<file path="src/rtl/mem_wb_stage_if.sv">
// ============================================================================
// mem_wb_stage_if : data-memory req/ack bus between the MEM stage and memory
// Revision: 1.0
// ============================================================================
`default_nettype none

interface mem_wb_stage_if #(
  parameter int ADDR_W = 32,
  parameter int DATA_W = 32
);
  logic              dm_req;
  logic              dm_we;
  logic [ADDR_W-1:0] dm_addr;
  logic [DATA_W-1:0] dm_wdata;
  logic [DATA_W-1:0] dm_rdata;
  logic              dm_ack;

  modport master (
    output dm_req, dm_we, dm_addr, dm_wdata,
    input  dm_rdata, dm_ack
  );

  modport slave (
    input  dm_req, dm_we, dm_addr, dm_wdata,
    output dm_rdata, dm_ack
  );
endinterface

`default_nettype wire

</file>
<file path="src/rtl/mem_wb_stage.sv">
// ============================================================================
// mem_wb_stage : memory-access stage with MEM/WB pipeline register
// Revision: 1.0
// ============================================================================
`default_nettype none

module mem_wb_stage #(
  parameter int DATA_W  = 32,
  parameter int ADDR_W  = 32,
  parameter int RADDR_W = 5,
  parameter int TIMEOUT = 255
) (
  input  logic               clk,
  input  logic               rst,
  input  logic [ADDR_W-1:0]  mem_alu_result,
  input  logic [DATA_W-1:0]  mem_sw_o,
  input  logic [DATA_W-1:0]  mem_write_o,
  input  logic               mem_lwsrc,
  input  logic               mem_movsrc,
  input  logic               mem_DM_read,
  input  logic               mem_DM_write,
  input  logic               mem_wreg,
  input  logic [RADDR_W-1:0] mem_wd,
  input  logic               flush,
  mem_wb_stage_if.master     dm,
  output logic               stall_req,
  output logic [DATA_W-1:0]  wb_wdata,
  output logic               wb_wreg,
  output logic [RADDR_W-1:0] wb_wd,
  output logic               wb_err
);

  localparam int CW = $clog2(TIMEOUT + 1);
  localparam logic [CW-1:0] C_LAST = CW'(TIMEOUT - 1);

  typedef enum logic [0:0] {
    S_IDLE   = 1'b0,
    S_ACCESS = 1'b1
  } state_t;

  state_t              state_q, state_d;
  logic [CW-1:0]       cnt_q, cnt_d;
  logic                discard_q, discard_d;
  logic                req_q, req_d;
  logic                we_q, we_d;
  logic [ADDR_W-1:0]   addr_q, addr_d;
  logic [DATA_W-1:0]   wdata_q, wdata_d;
  logic [DATA_W-1:0]   wb_wdata_q, wb_wdata_d;
  logic                wb_wreg_q, wb_wreg_d;
  logic [RADDR_W-1:0]  wb_wd_q, wb_wd_d;
  logic                wb_err_q, wb_err_d;

  logic                w_access;
  logic                w_bad;
  logic                w_discard;
  logic                w_stall;
  logic [DATA_W-1:0]   w_result;

  assign w_access  = mem_DM_read | mem_DM_write;
  assign w_bad     = (w_access & (mem_alu_result[1:0] != 2'b00)) |
                     (mem_DM_read & mem_DM_write);
  assign w_discard = discard_q | flush;
  assign w_result  = mem_lwsrc  ? dm.dm_rdata :
                     mem_movsrc ? mem_write_o : DATA_W'(mem_alu_result);

  always_comb begin
    state_d    = state_q;
    cnt_d      = cnt_q;
    discard_d  = discard_q;
    req_d      = req_q;
    we_d       = we_q;
    addr_d     = addr_q;
    wdata_d    = wdata_q;
    wb_wdata_d = w_result;
    wb_wreg_d  = 1'b0;
    wb_wd_d    = mem_wd;
    wb_err_d   = 1'b0;
    w_stall    = 1'b0;

    case (state_q)
      S_IDLE: begin
        // A flush squashes the instruction before it can fault or issue.
        if (flush) begin
          wb_wreg_d = 1'b0;
        end else if (w_bad) begin
          wb_err_d = 1'b1;
        end else if (w_access) begin
          w_stall   = 1'b1;
          req_d     = 1'b1;
          we_d      = mem_DM_write;
          addr_d    = mem_alu_result;
          wdata_d   = mem_sw_o;
          cnt_d     = '0;
          discard_d = 1'b0;
          state_d   = S_ACCESS;
        end else begin
          wb_wreg_d = mem_wreg;
        end
      end

      S_ACCESS: begin
        if (dm.dm_ack) begin
          wb_wreg_d = mem_wreg & ~w_discard;
          req_d     = 1'b0;
          discard_d = 1'b0;
          state_d   = S_IDLE;
        end else if (cnt_q == C_LAST) begin
          wb_err_d  = ~w_discard;
          req_d     = 1'b0;
          discard_d = 1'b0;
          state_d   = S_IDLE;
        end else begin
          // Bus transactions are never aborted; a flush only marks the result for discard.
          w_stall   = 1'b1;
          cnt_d     = cnt_q + CW'(1);
          discard_d = w_discard;
        end
      end

      default: begin
        state_d = S_IDLE;
        req_d   = 1'b0;
      end
    endcase
  end

  always_ff @(posedge clk or negedge rst) begin
    if (!rst) begin
      state_q    <= S_IDLE;
      cnt_q      <= '0;
      discard_q  <= 1'b0;
      req_q      <= 1'b0;
      we_q       <= 1'b0;
      addr_q     <= '0;
      wdata_q    <= '0;
      wb_wdata_q <= '0;
      wb_wreg_q  <= 1'b0;
      wb_wd_q    <= '0;
      wb_err_q   <= 1'b0;
    end else begin
      state_q    <= state_d;
      cnt_q      <= cnt_d;
      discard_q  <= discard_d;
      req_q      <= req_d;
      we_q       <= we_d;
      addr_q     <= addr_d;
      wdata_q    <= wdata_d;
      wb_wdata_q <= wb_wdata_d;
      wb_wreg_q  <= wb_wreg_d;
      wb_wd_q    <= wb_wd_d;
      wb_err_q   <= wb_err_d;
    end
  end

  assign stall_req   = rst & w_stall;
  assign dm.dm_req   = req_q;
  assign dm.dm_we    = we_q;
  assign dm.dm_addr  = addr_q;
  assign dm.dm_wdata = wdata_q;
  assign wb_wdata    = wb_wdata_q;
  assign wb_wreg     = wb_wreg_q;
  assign wb_wd       = wb_wd_q;
  assign wb_err      = wb_err_q;

endmodule

`default_nettype wire

</file>
<file path="src/flat_wrapper.sv">
// flat-port wrapper written by rule: the top's interface ports become plain ports
module mem_wb_stage_flat 
#(
  parameter int DATA_W  = 32,
  parameter int ADDR_W  = 32,
  parameter int RADDR_W = 5,
  parameter int TIMEOUT = 255
)
  (clk, rst, mem_alu_result, mem_sw_o, mem_write_o, mem_lwsrc, mem_movsrc, mem_DM_read, mem_DM_write, mem_wreg, mem_wd, flush, stall_req, wb_wdata, wb_wreg, wb_wd, wb_err, dm_dm_req, dm_dm_we, dm_dm_addr, dm_dm_wdata, dm_dm_rdata, dm_dm_ack);
  mem_wb_stage_if #(.ADDR_W(ADDR_W), .DATA_W(DATA_W)) dm_i ();
  input  logic clk;
  input  logic rst;
  input  logic [ADDR_W-1:0] mem_alu_result;
  input  logic [DATA_W-1:0] mem_sw_o;
  input  logic [DATA_W-1:0] mem_write_o;
  input  logic mem_lwsrc;
  input  logic mem_movsrc;
  input  logic mem_DM_read;
  input  logic mem_DM_write;
  input  logic mem_wreg;
  input  logic [RADDR_W-1:0] mem_wd;
  input  logic flush;
  output logic stall_req;
  output logic [DATA_W-1:0] wb_wdata;
  output logic wb_wreg;
  output logic [RADDR_W-1:0] wb_wd;
  output logic wb_err;
  output wire logic [$bits(dm_i.dm_req)-1:0] dm_dm_req;
  output wire logic [$bits(dm_i.dm_we)-1:0] dm_dm_we;
  output wire logic [$bits(dm_i.dm_addr)-1:0] dm_dm_addr;
  output wire logic [$bits(dm_i.dm_wdata)-1:0] dm_dm_wdata;
  input wire logic [$bits(dm_i.dm_rdata)-1:0] dm_dm_rdata;
  input wire logic [$bits(dm_i.dm_ack)-1:0] dm_dm_ack;
  assign dm_dm_req = dm_i.dm_req;
  assign dm_dm_we = dm_i.dm_we;
  assign dm_dm_addr = dm_i.dm_addr;
  assign dm_dm_wdata = dm_i.dm_wdata;
  assign dm_i.dm_rdata = dm_dm_rdata;
  assign dm_i.dm_ack = dm_dm_ack;
  mem_wb_stage #(.DATA_W(DATA_W), .ADDR_W(ADDR_W), .RADDR_W(RADDR_W), .TIMEOUT(TIMEOUT)) u_core (.clk(clk), .rst(rst), .mem_alu_result(mem_alu_result), .mem_sw_o(mem_sw_o), .mem_write_o(mem_write_o), .mem_lwsrc(mem_lwsrc), .mem_movsrc(mem_movsrc), .mem_DM_read(mem_DM_read), .mem_DM_write(mem_DM_write), .mem_wreg(mem_wreg), .mem_wd(mem_wd), .flush(flush), .dm(dm_i), .stall_req(stall_req), .wb_wdata(wb_wdata), .wb_wreg(wb_wreg), .wb_wd(wb_wd), .wb_err(wb_err));
endmodule
</file>
<file path="config.mk">
export PLATFORM = sky130hd
export DESIGN_NAME = mem_wb_stage_flat
export DESIGN_NICKNAME = d
export VERILOG_FILES = /design/src/rtl/mem_wb_stage_if.sv /design/src/rtl/mem_wb_stage.sv /design/src/flat_wrapper.sv
export SDC_FILE = /design/constraint.sdc
export NUM_CORES = 1
export LEC_CHECK = 0
export BUFFER_PORTS_ARGS = -buffer_cell sky130_fd_sc_hd__buf_2
export CORE_UTILIZATION = 46
export CTS_CLUSTER_SIZE = 20
export DETAILED_ROUTE_END_ITERATION = 7
export HOLD_SLACK_MARGIN = 0.05
export PLACE_DENSITY_LB_ADDON = 0.25
export SYNTH_ARGS = -nofsm -noshare
export SYNTH_HDL_FRONTEND = slang
export SYNTH_SLANG_ARGS = --single-unit
</file>
<file path="constraint.sdc">
create_clock -name clk -period 2.31 [get_ports clk]
set_clock_uncertainty 0.1 [all_clocks]
set_input_delay 0 -clock clk [delete_from_list [all_inputs] [get_ports clk]]
set_output_delay 0 -clock clk [all_outputs]
set_load 0.02 [all_outputs]
</file>
==> results.md, run 1 <==
- PortBufs: around 250
- Clock sinks: approximately 120
- Stop stage: 4_1_cts
- Die height: 106 um
- Ys flop type: dfrtp_1
- Chip width: 106 um
- Starting Density: 48.1%
- Number of buffers created by CTS: 17
- Outcome: stopped before the end
- EDFF count, synth: 0
- GPL Wtd Cong: just over 0.8
- Register area share after synthesis: between 50 and 60%
- H-Tree Depth: 4
- Hold bufs inserted after CTS: between 150 and 200
- Post-synth ARST share: 100%
- Ys Warns: 0
- Yosys reg bits: 115
- Root Buffer Master: clkbuf_8
- Synth unique cells: 32
- Avg Synthesized Cell Area: 13.9 um^2
- Post-CTS setup buffers: 1
- Share of the synthesized area in the top cell type: roughly 57%
- Dpl ws: 0.452 ns
- Syn_nets: 503
- Standard-cell rows: 37
- Cell type with the largest total area after synthesis: dfrtp_1
- Clock buffer depth: 2
- Detailed placer's ending HPWL: 9050 um
- Io pins: around 250
- First Err: [ERROR RSZ-0060] Max buffer count reached.
- Synth Cell Area: around 5000 um^2
- Area contributors post-synth: dfrtp_1, mux2_4, mux2i_1, o21ai_0, nand2_1
- Post-CTS sizing: 1
- Gate count of the mapped netlist: 359
synth_stat cells, types with 3 or more instances:
cell type,instances
a31oi_1,4
mux2i_1,32
dfrtp_1,115
o31ai_1,3
nand2_1,41
nand4_1,3
and2_1,5
buf_12,6
a21oi_1,3
nor2_1,5
inv_1,4
buf_2,3
nand3_1,4
clkbuf_1,10
o21ai_0,38
mux2_4,62
cell families after synthesis:
kind of cell             count (synthesis)  synth area share, %
adder cells (fa/ha/maj)                  2                0.500
AND/OR/NAND/NOR                         64                 5.77
flip-flops                             115                 57.5
multiplexers                            95                 25.2
buffers and inverters                   25                 4.20
AO/OA/AOI/OAI                           57                 6.65
XOR/XNOR                                 1                0.175
metrics by stage:
stage	std cells	hold slack, ns	utilization (%)	instance area, um^2
2_1_floorplan	359	-0.396	-	5010
3_3_place_gp	731	-0.104	60.9	6340
3_5_place_dp	731	-0.103	60.9	6340
==> inputs of run 2 (changes only) <==
--- a/config.mk
+++ b/config.mk
@@ -6,11 +6,9 @@
 export NUM_CORES = 1
 export LEC_CHECK = 0
 export BUFFER_PORTS_ARGS = -buffer_cell sky130_fd_sc_hd__buf_2
-export CORE_UTILIZATION = 46
-export CTS_CLUSTER_SIZE = 20
+export CORE_UTILIZATION = 40
 export DETAILED_ROUTE_END_ITERATION = 7
-export HOLD_SLACK_MARGIN = 0.05
-export PLACE_DENSITY_LB_ADDON = 0.25
+export PLACE_DENSITY_LB_ADDON = 0.15
 export SYNTH_ARGS = -nofsm -noshare
 export SYNTH_HDL_FRONTEND = slang
 export SYNTH_SLANG_ARGS = --single-unit
==> results.md, run 2 <==
- Ys Warns: 0 (unchanged)
- Largest net degree at the start of global routing: 65
- Register area share after synthesis: 57.5% (unchanged)
- Chip width: 114 um (+7.1%)
- Dpl cells: 764 (+4.5%)
- Root Buffer Master: clkbuf_16
- Total Routing Usage GR: between 20% and 30%
- DRT antenna net count: 0
- Switching Fraction: 28.0%
- Final worst slack: 0.118 ns
- FF-to-FF Start: u_core.cnt_q[0]
- Worst-path maximum fanout: 6
- Drt first pass iters: 4
- CP endpoint kind: primary output
- Number of buffers created by CTS: 17 (unchanged)
- Vias per cell: 4.69
- TritonCTS clock tree: done
- Syn_nets: 503 (unchanged)
- Initial drt markers: 239
- Maxcap violations: 0
- Worst-path clk slew: 0.05 ns
- Die height: 114 um (+7.1%)
- Die area: 13,000 um^2
- Tcrit/Tclk final: a little over nine tenths
- Yosys reg bits: 115 (unchanged)
- Nets: 907
- Leading cell type in the layout, fill and taps excluded: buf_2
- Critical path required time: between 2 and 2.5 ns
- Max_slew headroom: 42.8%
- Io pins: 248 (unchanged)
- Hold path start: mem_alu_result[0]
- Post-synth ARST share: 100% (unchanged)
- Critical path type: reg -> out
- Outcome: finished clean
- EDFF count, synth: 0 (unchanged)
- Util after Layout: a little over two thirds
- R2r setup slk: 0.18 ns
- Crit path DAT: between 2 and 2.5 ns
- Minimum clock period: ~2.2 ns
- Synth Cell Area: 5010 um^2 (unchanged)
- Final WL: 15,600 um
- Most frequent cells in the layout: buf_2, dlygate4sd3_1, dfrtp_1
- CORE AREA: about 12,000 um^2
- Synth unique cells: 32 (unchanged)
- PortBufs: 247 (unchanged)
- PD cells: 873 nW/um^2
- Avg Synthesized Cell Area: 13.9 um^2 (unchanged)
- First-pass GRT wire length: 23,900 um
- Comb pwr share: 26.2%
- Dpl ws: 0.456 ns (+0.00383 ns)
- WHS Endpoint: u_core.dm.dm_req
- Most common cell in the netlist: dfrtp_1
- Share of the synthesized area in the top cell type: 57.5% (unchanged)
- Starting Density: 41.3% (-6.7 points)
- H-Tree Depth: 4 (unchanged)
- Setup TNS: 0 ns
- Clock buffer depth: 2 (unchanged)
- Internal power: about 5.4 mW
- Ys flop type: dfrtp_1
- P_leak: roughly 4.5 nW
- Area contributors post-synth: dfrtp_1, mux2_4, mux2i_1, o21ai_0, nand2_1
- Final Non-Filler Cells: between 900 and 1,000
- Clock sinks: 115 (unchanged)
- Hold Crit Depth: 5
- Sequential share of power: a little over a third
- Fin. Hold Viols: 0
- Worst r2r dst: u_core.wb_err
- Vias after detailed routing: 4,424
- Worst R2R Path Depth: 6
- Share of cells above drive strength 1: between 40% and 50%
- Congestion Overflow GR: 0
- Number of diodes: 0
- Power Total: 7.45 mW
- Gate count of the mapped netlist: 359 (unchanged)
- Synth top cells by count: dfrtp_1, mux2_4, nand2_1
- Area grow syn2layout: 70.4%
- GPL Wtd Cong: 0.714 (-12%)
- Slew @ Worst Pin: ~0.85 ns
- Peak VDD IR: around 0.54 mV
- Clock Latency Late Sink: between 0.4 and 0.5 ns
- Net Sw Power: approximately 2.1 mW
- Endpoints failing setup: 0
- Detailed placer's ending HPWL: 9300 um (+2.9%)
- Fillers: around 850
- Cell type with the largest total area after synthesis: dfrtp_1
- Vias in the first global route: roughly 4,600
- Antenna violations before repair: 1
- Wire per inst: approximately 17 um
- Min-delay worst type: in -> reg
- Drt drc: 0
- Pins over their slew limit: 0
- Critical path launch point type: flip-flop
- Fmax: about 460 MHz
- Standard-cell rows: 40 (+8.1%)
- Clock power share: about two fifths
[run 2: cell counts after synthesis]
Identical to the previous run, type by type.
[run 2: worst max path at each step]
stage	depth (start not counted)	slack [ns]	from	endpoint
global placement	7	0.51	u_core.cnt_q[0]	stall_req
detailed placement	7	0.46	u_core.cnt_q[0]	stall_req
global route	7	-0.02	u_core.cnt_q[0]	stall_req
CTS	7	0.01	u_core.cnt_q[0]	stall_req
finish	7	0.12	u_core.cnt_q[0]	stall_req
floorplan	6	0.68	u_core.cnt_q[0]	u_core.discard_q
[run 2: kinds of logic (layout without fill, tap and decap cells)]
group / count (synthesis) / count (layout) / synth area share, %
mux: 95 / 95 / 25.2
compound gates: 57 / 57 / 6.65
fa+ha+maj: 2 / 2 / 0.500
xor+xnor: 1 / 1 / 0.175
buf+inv: 25 / 442 / 4.20
simple gates: 64 / 64 / 5.77
flops: 115 / 115 / 57.5
[run 2: final cells by class]
type | instances | area [um^2] | area share, %
Multi-Input combinational cell | 219 | 1930 | 22.6
Inverter | 4 | 15.0 | 0.176
Sequential cell | 115 | 2880 | 33.7
Timing Repair Buffer | 406 | 2850 | 33.4
Clock buffer | 22 | 474 | 5.56
Tap cell | 168 | 210 | 2.46
Clock inverter | 10 | 178 | 2.08
[run 2: worst max-delay path: stages, from the launching register on]
cell	delay (ns)
dfrtp_1	0.42
inv_1	0.08
ha_1	0.14
nand4_1	0.27
o211ai_4	0.33
nand2_1	0.11
and2_1	0.17
buf_2	0.15
[run 2: what timing repair did]
item	in CTS	in global routing
resized for setup	1	0
hold buffers	141	0
setup buffers	0	7
pin swaps	1	2
hold endpoints to repair	225	0
setup endpoints to repair	1	2
[run 2: power groups by stage]
stage               Combinational, mW  Clock, mW  Sequential (mW)
CTS                              1.93       2.92             2.61
global placement                 1.70          0             2.62
global route                     2.07       3.01             2.67
finish                           1.95       2.87             2.63
floorplan                       0.609          0             3.06
detailed placement               1.72          0             2.63
[run 2: per-stage QoR]
step / hold slack (ns) / area, um^2
2_1_floorplan: -0.396 / 5010
5_1_grt: 0.0861 / 8530
3_3_place_gp: -0.180 / 6400
3_5_place_dp: -0.175 / 6400
6_report: 0.0469 / 8530
4_1_cts: 0.0164 / 8480
[run 2: layer usage]
metal | GRT usage (%) | share of wire, % | vias up
li1 | - | - | 2077
met1 | 27.5 | 40 | 2124
met2 | 43.5 | 51 | 184
met3 | 7.07 | 6.3 | 37
met4 | 11.1 | 2.6 | 2
met5 | 0 | 0.096 | -
Note: power is estimated with default switching activity, not from simulation.
